### config.mk
export PLATFORM = sky130hd
export DESIGN_NAME = program_fetch_sequencer
export DESIGN_NICKNAME = d
export VERILOG_FILES = /design/src/rtl/program_fetch_sequencer.sv
export SDC_FILE = /design/constraint.sdc
export NUM_CORES = 1
export LEC_CHECK = 0
export BUFFER_PORTS_ARGS = -buffer_cell sky130_fd_sc_hd__clkbuf_2
export CAP_MARGIN = 10
export CORE_MARGIN = 1.5
export CORE_UTILIZATION = 52
export DETAILED_ROUTE_END_ITERATION = 10
export PLACE_DENSITY_LB_ADDON = 0.12
export SYNTH_ARGS = -nofsm -noshare
export SYNTH_HDL_FRONTEND = slang
export SYNTH_SLANG_ARGS = --single-unit
### constraint.sdc
create_clock -name clk -period 2.9 [get_ports clk]
set_clock_uncertainty 0.1 [all_clocks]
set_input_delay 0.29 -clock clk [delete_from_list [all_inputs] [get_ports clk]]
set_output_delay 0.29 -clock clk [all_outputs]
set_load 0.01 [all_outputs]
### src/rtl/program_fetch_sequencer.sv
// Instruction fetch sequencer: addresses a combinational program ROM, registers the
// returned instruction and presents it to the core through a valid/ready handshake.
module program_fetch_sequencer #(
  parameter int PROG_LEN = 10,
  parameter int CNT_W    = 8
) (
  input  logic             clk,
  input  logic             rst,
  input  logic             start,
  input  logic             abort,
  output logic [3:0]       s,
  input  logic [7:0]       inst,
  output logic [7:0]       ir,
  output logic             ir_valid,
  input  logic             ir_ready,
  input  logic             jump,
  input  logic [3:0]       jump_addr,
  output logic [3:0]       pc,
  output logic             done,
  output logic [CNT_W-1:0] count
);

  typedef enum logic [1:0] {IDLE, HOLD, DONE} state_t;

  localparam logic [4:0] LEN  = 5'(PROG_LEN);
  localparam logic [3:0] LAST = 4'(PROG_LEN - 1);

  state_t     state, state_nx;
  logic [3:0] next_addr;
  logic       accept;
  logic       at_end;
  logic       load;
  logic       cnt_clr;
  logic       cnt_inc;

  always_comb begin
    state_nx  = state;
    load      = 1'b0;
    cnt_clr   = 1'b0;
    cnt_inc   = 1'b0;
    s         = 4'd0;
    ir_valid  = (state == HOLD);
    done      = (state == DONE);
    next_addr = jump ? jump_addr : pc + 4'd1;
    accept    = (state == HOLD) && ir_ready;
    at_end    = jump ? ({1'b0, jump_addr} >= LEN) : (pc == LAST);

    case (state)
      IDLE, DONE: begin
        // s is 0 here, so inst already carries the first instruction
        if (start) begin
          state_nx = HOLD;
          load     = 1'b1;
          cnt_clr  = 1'b1;
        end
      end
      HOLD: begin
        s = ir_ready ? next_addr : pc;
        if (accept) begin
          cnt_inc = 1'b1;
          if (at_end) state_nx = DONE;
          else        load     = 1'b1;
        end
      end
      default: state_nx = IDLE;
    endcase

    if (abort) begin
      state_nx = IDLE;
      load     = 1'b0;
      cnt_clr  = 1'b0;
      cnt_inc  = 1'b0;
    end
  end

  always_ff @(posedge clk or posedge rst) begin
    if (rst) begin
      state <= IDLE;
      ir    <= '0;
      pc    <= '0;
      count <= '0;
    end else begin
      state <= state_nx;
      if (load) begin
        ir <= inst;
        pc <= s;
      end
      if (cnt_clr)                     count <= '0;
      else if (cnt_inc && count != '1) count <= count + CNT_W'(1);
    end
  end

endmodule

### Word-level counts from Yosys, hierarchy flattened

Index checks and enable logic that the tools add are counted.

* memory bits (read-only): 0
* bits of input ports: 18
* memories: 0
* latch bits: 0
* bits in writable memories: 0
* logic and storage cells: 41
* output and inout bits: 26
* bits in registers: 22

* multiply operators: 0
* order comparisons: 1
* mux-type cells: 21
* bitwise gates (word level): 0
* shifts and indexed selects: 0
* reduce and logical (&&, ||, !) cells: 6
* equality and inequality tests: 7
* add/subtract/negate cells: 2
* divide/modulo/power cells: 0

Operators with widths (count)
* 2-to-1 mux 8 bit: 2
* 2-to-1 mux 4 bit: 3
* 2-to-1 mux 1 bit: 10
* adder 8 x 1 -> 8 bit, second input constant: 1
* 2-to-1 mux 2 bit: 4
* != test 8 bit, second input constant: 1
* != test 3 x 2 -> 1 bit, second input constant: 2
* adder 4 x 1 -> 4 bit, second input constant: 1
* equality test 4 bit, second input constant: 1
* >= comparator 4 bit, second input constant: 1
* case mux 2 bit (2 select lines): 1
* != test 3 bit, second input constant: 1
* AND reduction 3 bit: 1
* equality test 2 x 1 -> 1 bit, second input constant: 1
* equality test 2 bit, second input constant: 1
* logical AND 1 bit: 2
* zero test 2 bit: 1
* case mux 1 bit (2 select lines): 1
* nonzero test 2 bit: 1
* OR reduction 2 bit: 1

### Longest topological paths before layout

Gate-level depths: netlist of the first run.

* depth after elaboration: 8
* gate-level depth with buffers: 6
* depth with buffers taken out: 6

### Worst setup path before layout of the first run

OpenSTA, ideal clock, no wires.

* path type: register -> register
* start: reg pc[0]
* end: reg ir[0]
* stages on the path, launching flop included: 5
* library setup time: 0.125 ns
* path buffers: 0
* period minus slack after synthesis: 1.682 ns
* arrival time: 1.457 ns
* setup slack: 1.218 ns
* required time: 2.675 ns
* path through: dfrtp_1 > ha_1 > a31oi_2 > a21oi_4 > mux2_2

* cells in the longest elaborated chain, start to end: 6

Ends and longest elaborated chain
* start: declaration: RTL line 18 `output logic [3:0] pc,`
* start signal: assignment: RTL line 86 `pc <= s;`
* equality test 4 bit: RTL line 46 `at_end = jump ? ({1'b0, jump_addr} >= LEN) : (pc == LAST);`
* 2-to-1 mux 1 bit: RTL line 46
* 2-to-1 mux 1 bit: RTL line 61 `if (at_end) state_nx = DONE;`
* 2-to-1 mux 1 bit: RTL line 59 `if (accept) begin`
* case mux 1 bit (2 select lines): RTL line 48 `case (state)`
* 2-to-1 mux 1 bit: RTL line 68 `if (abort) begin`
* end signal: assignment: RTL line 85 `ir <= inst;`
* end: declaration: RTL line 13 `output logic [7:0] ir,`

No other way between the ends.
A chain may end at the register's enable or synchronous reset.

### Worst setup path after layout of the first run

* start: reg pc[1]
* end: out s[1]

* cells in the longest elaborated chain, start to end: 4

Ends and longest elaborated chain
* adder 4 x 1 -> 4 bit: RTL line 44 `next_addr = jump ? jump_addr : pc + 4'd1;`
* 2-to-1 mux 4 bit: RTL line 44
* 2-to-1 mux 4 bit *: RTL line 58 `s = ir_ready ? next_addr : pc;`
* 2-to-1 mux 4 bit *: RTL line 48
* end: declaration: RTL line 11 `output logic [3:0] s,`

Mark *: on every way between the ends. The rest lies on a longest branch, timed or not.

==> flow_summary_export.csv, run 1 <==
group,metric,value,unit
cts,cts_sinks,22,
placed_design,pre_cts_slack,1.10,ns
cts,cts_tree,"built",
worst_hold_path,min-delay-path-class,"in2async",
global_route,antenna_found_initial,0,
setup_path,crit_chain,"inv_1 > ha_1 > nor2_1 > o21ai_0 > a21oi_1 > clkbuf_2",
floorplan,num_io_pins,44,
floorplan,fp-row-count,17,
global_route,grt_usage,19.0,%
setup_path,crit_path_start_kind,"flop",
pwr,total_leakage_power,0.000752,µW
yosys,synth-edff-count,0,
pwr,power.density,499,nW/µm²
global_route,grt_pass1_vias,950,
cts,cts-resized-gates,0,
yosys,synth_compound_area_share,17.3,%
setup_path,crit_type,"reg2out",
floorplan,core_area,2190,µm²
sta,tns,0,ns
setup_path,r2r_start,"pc[1]",
outcome,violations,"hold timing",
routing,wl,2320,µm
routing,wl_met1,1080,µm
sta,period_share,69.8,%
cts,htree_levels,1,
sta,rsz0062_at_grt,"false",
pwr,p_total,726,µW
setup_path,slowest_stage,"dfrtp_1",
global_route,grt.overflow.total,0,
routing,drt_iter0_drc,9,
routing,topRoutingLayerUsed,"met3",
routing,ant_nets,0,
setup_path,slowest_delay,0.48,ns
cts,cts_setup_buffers,0,
placed_design,port_buffers,43,
setup_path,crit_fanout,7,
sta,hold_viol,12,
yosys,synth-xor-area-share,1.47,%
yosys,synth_cells,112,
setup_path,crit_family,"flip-flops",
sta,slew_headroom,46.3,%
final_layout,area_growth,21.8,%
sta,finalCriticalPeriod,2.02,ns
placed_design,hpwl,1790,µm
floorplan,die_x,50.9,µm
final_layout,drive_above_1_share,41.3,%
yosys,yosys_warnings,0,
routing,routed-via-count,991,
setup_path,worstPathArrival,1.63,ns
routing,wire_per_inst,12.7,µm
floorplan,dieArea,2590,µm²
final_layout,num_antenna_cells,0,
placed_design,dp_cells,179,
sta,fmax,494,MHz
setup_path,crit_start,"pc[1]",
final_layout,n_fill_cell,168,
sta,slew_violations,0,
global_route,grt_max_degree,23,
final_layout,post_layout_nonfiller_instances,183,
yosys,synth_nets,133,
yosys,synth.yosys.seq_area_share,46.1,%
routing,drcViolationCount,0,
yosys,synth_top_family_by_area,"compound AO/OA/AOI/OAI gates",
routing,viasPerCell,5.42,
outcome,status,"finished with violations",
cts,clockBufferDepth,2,
routing,drt-pass1-iter-count,4,
sta,setup_slack,0.877,ns
cts,cts_buffers,3,
setup_path,path_buf_inv,2,
floorplan,die_h,50.9,µm
yosys,synth.cell_area,1190,µm²
setup_path,cp_data_required_time,2.51,ns
yosys,synth.area.mux_share,12.9,%
yosys,ys_seq_elements,22,
cts,cts_hold_buf,0,
sta,tightest_slew,0.805,ns
floorplan,start_util,54.5,%
cts,clkSlewWorstSetupHoldPaths,0.12,ns
yosys,synthSimpleGateAreaFrac,15.1,%
final_layout,fin_nets,177,
placed_design,place_congestion,0.830,
sta,holdWs,-0.00358,ns
routing,wl_met2,1160,µm
cts,clk_latency,0.30,ns
yosys,synthAdderAreaFrac,3.14,%
setup_path,worstSetupEndpointType,"output port",
cts,clockRootBuffer,"clkbuf_4",
yosys,synth_ff_type,"dfrtp_1",
yosys,syn_area_per_cell,10.7,µm²
sta,setup-violations-final,0,
yosys,post_synth_num_cell_types,39,
global_route,grt_pass1_wl,3800,µm
yosys,synthArstFlopShare,100,%
routing,met3_length,78,µm
flow_run,drv_cap,0,
pwr,irDropWorstVdd,0.369,mV
[layout make-up]
cell class	instances	area (µm²)	area share [%]
Clock buffer	4	36.3	2.49
Inverter	6	22.5	1.55
Multi-Input combinational cell	80	596	40.9
Sequential cell	22	551	37.8
Tap cell	28	35.0	2.41
Timing Repair Buffer	43	215	14.8
[layer usage]
layer | vias to the layer above | track usage (%)
met4 | 0 | 4.95
met3 | 0 | 3.51
met2 | 26 | 32.3
li1 | 492 | -
met1 | 473 | 25.0
met5 | - | 0
[synthesized netlist by cell type, types with 2 or more instances]
library cell	count	area, µm²
nor2_1	8	30.0
a21oi_1	6	30.0
o21ai_0	6	30.0
mux2i_1	3	30.0
xor2_1	2	17.5
and2_1	2	12.5
nand3_1	3	15.0
a31o_2	2	17.5
dfrtp_1	22	551
mux2_2	11	124
inv_1	6	22.5
nand2b_1	2	12.5
ha_1	3	37.5
nand4_1	2	12.5
or3_1	2	12.5
nand2_1	8	30.0
clkbuf_1	2	7.51
[placed cells by master, fill, tap and decap left out, types with 2 or more instances in the layout]
cell      synthesis  routed
dfrtp_1          22      22
clkbuf_2          0      43
a31o_2            2       2
a21oi_1           6       6
and2_1            2       2
ha_1              3       3
o21ai_0           6       6
nor2_1            8       8
nand2b_1          2       2
clkbuf_4          0       3
inv_1             6       6
nand2_1           8       8
nand4_1           2       2
nand3_1           3       3
or3_1             2       2
mux2i_1           3       3
xor2_1            2       2
mux2_2           11      11
[metrics by stage]
step                instance area [µm²]  util, %
floorplan                          1190        -
global placement                   1420     64.8
detailed placement                 1420     64.8
CTS                                1460     66.4
global route                       1460     66.4
finish                             1460     66.4
[cell families after synthesis]
group | count (synthesis)
muxes | 14
AOI/OAI and AO/OA | 27
xor gates and xnor gates | 2
and+or+nand+nor | 34
buffers and inverters | 10
adders and majority gates | 3
DFF | 22
[report_power, final]
part / total (µW) / switching, µW / internal, µW / leakage (µW)
clock network: 169 / 92.5 / 76.6 / 0.0000210
logic: 177 / 91.8 / 85.6 / 0.000445
registers: 380 / 33.2 / 347 / 0.000286
[worst register-to-register path: cells and delay by family (launching register included)]
kind	cells	cell delay, ns
buffers and inverters	1	0.09
adder cells (fa/ha/maj)	1	0.18
multiplexers	1	0.38
AO/OA/AOI/OAI	2	0.49
flip-flops	1	0.48
[flip-flops by register name, summed over array words and instances (netlist names)]
register and count:
count 8, pc 4, state 2, ir 8
[path summary, 6_finish.rpt]
check | to | slack [ns] | cells after the start
hold reg to reg | ir[3] | 0.42 | 1
max in group asynchronous | count[6] | 2.20 | 2
hold / removal | ir[4] | -0.004 | 2
setup reg to reg | ir[0] | 1.08 | 5
min in group clk | state[1] | 0.11 | 2
setup / recovery | s[1] | 0.88 | 6
Note: power is estimated with default switching activity, not from simulation.
==> inputs of run 2 (changes only) <==
--- a/config.mk
+++ b/config.mk
@@ -8,7 +8,7 @@
 export BUFFER_PORTS_ARGS = -buffer_cell sky130_fd_sc_hd__clkbuf_2
 export CAP_MARGIN = 10
 export CORE_MARGIN = 1.5
-export CORE_UTILIZATION = 52
+export CORE_UTILIZATION = 48
 export DETAILED_ROUTE_END_ITERATION = 10
 export PLACE_DENSITY_LB_ADDON = 0.12
 export SYNTH_ARGS = -nofsm -noshare
==> constraint.sdc (replaced) <==
create_clock -name clk -period 2 [get_ports clk]
set_clock_uncertainty 0.1 [all_clocks]
set_input_delay 0.2 -clock clk [delete_from_list [all_inputs] [get_ports clk]]
set_output_delay 0.2 -clock clk [all_outputs]
set_load 0.01 [all_outputs]
==> run 2 against run 1 <==
  * The run now ends clean
  * Sequential share of layout area fell by 1.1 points
  * Global-route usage fell by 0.39 points
  * Critical endpoint is now s[2]
  * Highest routed layer is now met4
  * Register-to-register slack got worse by 0.87 ns
==> flow_summary_export.csv, run 2 (synthesis gave the netlist of run 1 again) <==
group,metric,value,unit
setup_path,crit_path_start_kind,"flop",
sta,tightest_slew,0.395,ns
routing,ant_nets,0,
worst_hold_path,hold_depth,2,
final_layout,num_antenna_cells,0,
outcome,status,"finished, final reports clean",
setup_path,reg2reg_setup_slack,0.21,ns
cts,cts_buffers,3,
setup_path,worstPathArrival,1.59,ns
setup_path,crit_fanout,8,
sta,period_share,94.6,%
cts,htree_levels,1,
sta,slew_violations,0,
cts,clockRootBuffer,"clkbuf_4",
floorplan,die_x,52.9,µm
global_route,antenna_found_initial,0,
setup_path,r2r_start,"state[1]",
final_layout,fin_nets,181,
cts,cts_sinks,22,
setup_path,worstReg2RegEnd,"count[5]",
setup_path,cp_data_required_time,1.70,ns
worst_hold_path,hold_start,"abort",
cts,clkSlewWorstSetupHoldPaths,0.12,ns
cts,clockBufferDepth,2,
routing,wl,2430,µm
worst_hold_path,min-delay-path-class,"in2reg",
routing,drcViolationCount,0,
global_route,grt_pass1_wl,3900,µm
final_layout,n_fill_cell,199,
sta,rsz0062_at_grt,"false",
sta,slew_headroom,73.4,%
sta,hold_viol,0,
pwr,total_leakage_power,0.000776,µW
cts,clk_latency,0.30,ns
pwr,power.density,768,nW/µm²
final_layout,final_common_cell,"clkbuf_2",
pwr,irDropWorstVdd,0.537,mV
placed_design,place_congestion,0.829,
worst_hold_path,holdPathEnd,"state[1]",
routing,wire_per_inst,13.0,µm
setup_path,worstRegToRegCells,4,
routing,drt_iter0_drc,8,
floorplan,start_util,52.5,%
final_layout,final_cell_mix,"42 x clkbuf_2, 20 x dfrtp_1, 11 x mux2_2, 8 x nor2_1, 8 x nand2_1",
sta,setup-violations-final,0,
global_route,grt.overflow.total,0,
routing,routed-via-count,1043,
final_layout,fin_util,66.2,%
sta,fmax,529,MHz
placed_design,port_buffers,43,
global_route,grt_pass1_vias,932,
routing,viasPerCell,5.58,
global_route,grt_usage,18.6,%
final_layout,area_growth,26.1,%
floorplan,fp-row-count,17,
final_layout,drive_above_1_share,43.4,%
global_route,grt_max_degree,23,
setup_path,crit_type,"reg2out",
placed_design,dp_cells,181,
floorplan,die_h,52.9,µm
placed_design,hpwl,1840,µm
sta,finalCriticalPeriod,1.89,ns
flow_run,drv_cap,0,
floorplan,dieArea,2800,µm²
routing,drt-pass1-iter-count,4,
final_layout,reg_top3,"count x8, ir x8, pc x4",
floorplan,core_area,2280,µm²
final_layout,post_layout_nonfiller_instances,187,
floorplan,num_io_pins,44,
setup_path,worstSetupEndpointType,"output port",
sta,tns,0,ns
cts,cts_tree,"built",
## run 2: metrics by stage
stage | hold slack, ns | total power [µW] | cell area [µm²] | setup WS, ns
6_report | 0.00976 | 1160 | 1510 | 0.108
5_1_grt | 0.000431 | 1220 | 1510 | 0.00458
4_1_cts | 0.0000128 | 1170 | 1500 | 0.0586
3_5_place_dp | 0.131 | 824 | 1430 | 0.211
3_3_place_gp | 0.129 | 814 | 1430 | 0.261
2_1_floorplan | 0.0892 | 713 | 1190 | 0.318
## run 2: final cells by class
class | count | area (µm²) | area share, %
well taps | 28 | 35.0 | 2.33
repair buffers | 47 | 248 | 16.4
clock buffers | 3 | 22.5 | 1.50
flip-flops and latches | 22 | 553 | 36.7
clock inverters | 1 | 30.0 | 1.99
multi-input cells | 80 | 596 | 39.5
inverters | 6 | 22.5 | 1.50
## run 2: metal layers
| layer | wire length, µm | vias up | track usage, % |
|---|---|---|---|
| li1 | - | 500 | - |
| met1 | 1160 | 511 | 25.8 |
| met2 | 1160 | 30 | 31.0 |
| met3 | 100 | 2 | 2.54 |
| met4 | 8 | 0 | 3.85 |
| met5 | 0 | - | 0 |
## run 2: critical path: stages, from the launching register on
cell and delay, ns:
dfrtp_2 0.48, ha_1 0.22, a22o_1 0.20, a22oi_1 0.20
nor2_1 0.07, clkbuf_2 0.13
## run 2: worst max-delay path by stage
stage / from / slack, ns / cells past startpoint / endpoint
floorplan: pc[0] / 0.32 / 4 / ir[0]
global placement: pc[1] / 0.26 / 5 / pc[0]
detailed placement: pc[0] / 0.21 / 4 / ir[5]
CTS: pc[0] / 0.06 / 5 / s[1]
global route: pc[0] / 0.005 / 5 / s[1]
finish: pc[0] / 0.11 / 5 / s[2]
## run 2: report_power, final
part	internal, µW	leakage [µW]	switching (µW)
clock	202	0.0000279	135
combinational	133	0.000465	137
sequential	504	0.000283	46.4
## run 2: what timing repair did
action | CTS | global route
buffers inserted | 0 | 1
endpoints found under the setup margin | 0 | 2
gates resized for setup | 0 | 3
hold buffers | 1 | 0
hold endpoints to repair | 22 | 0
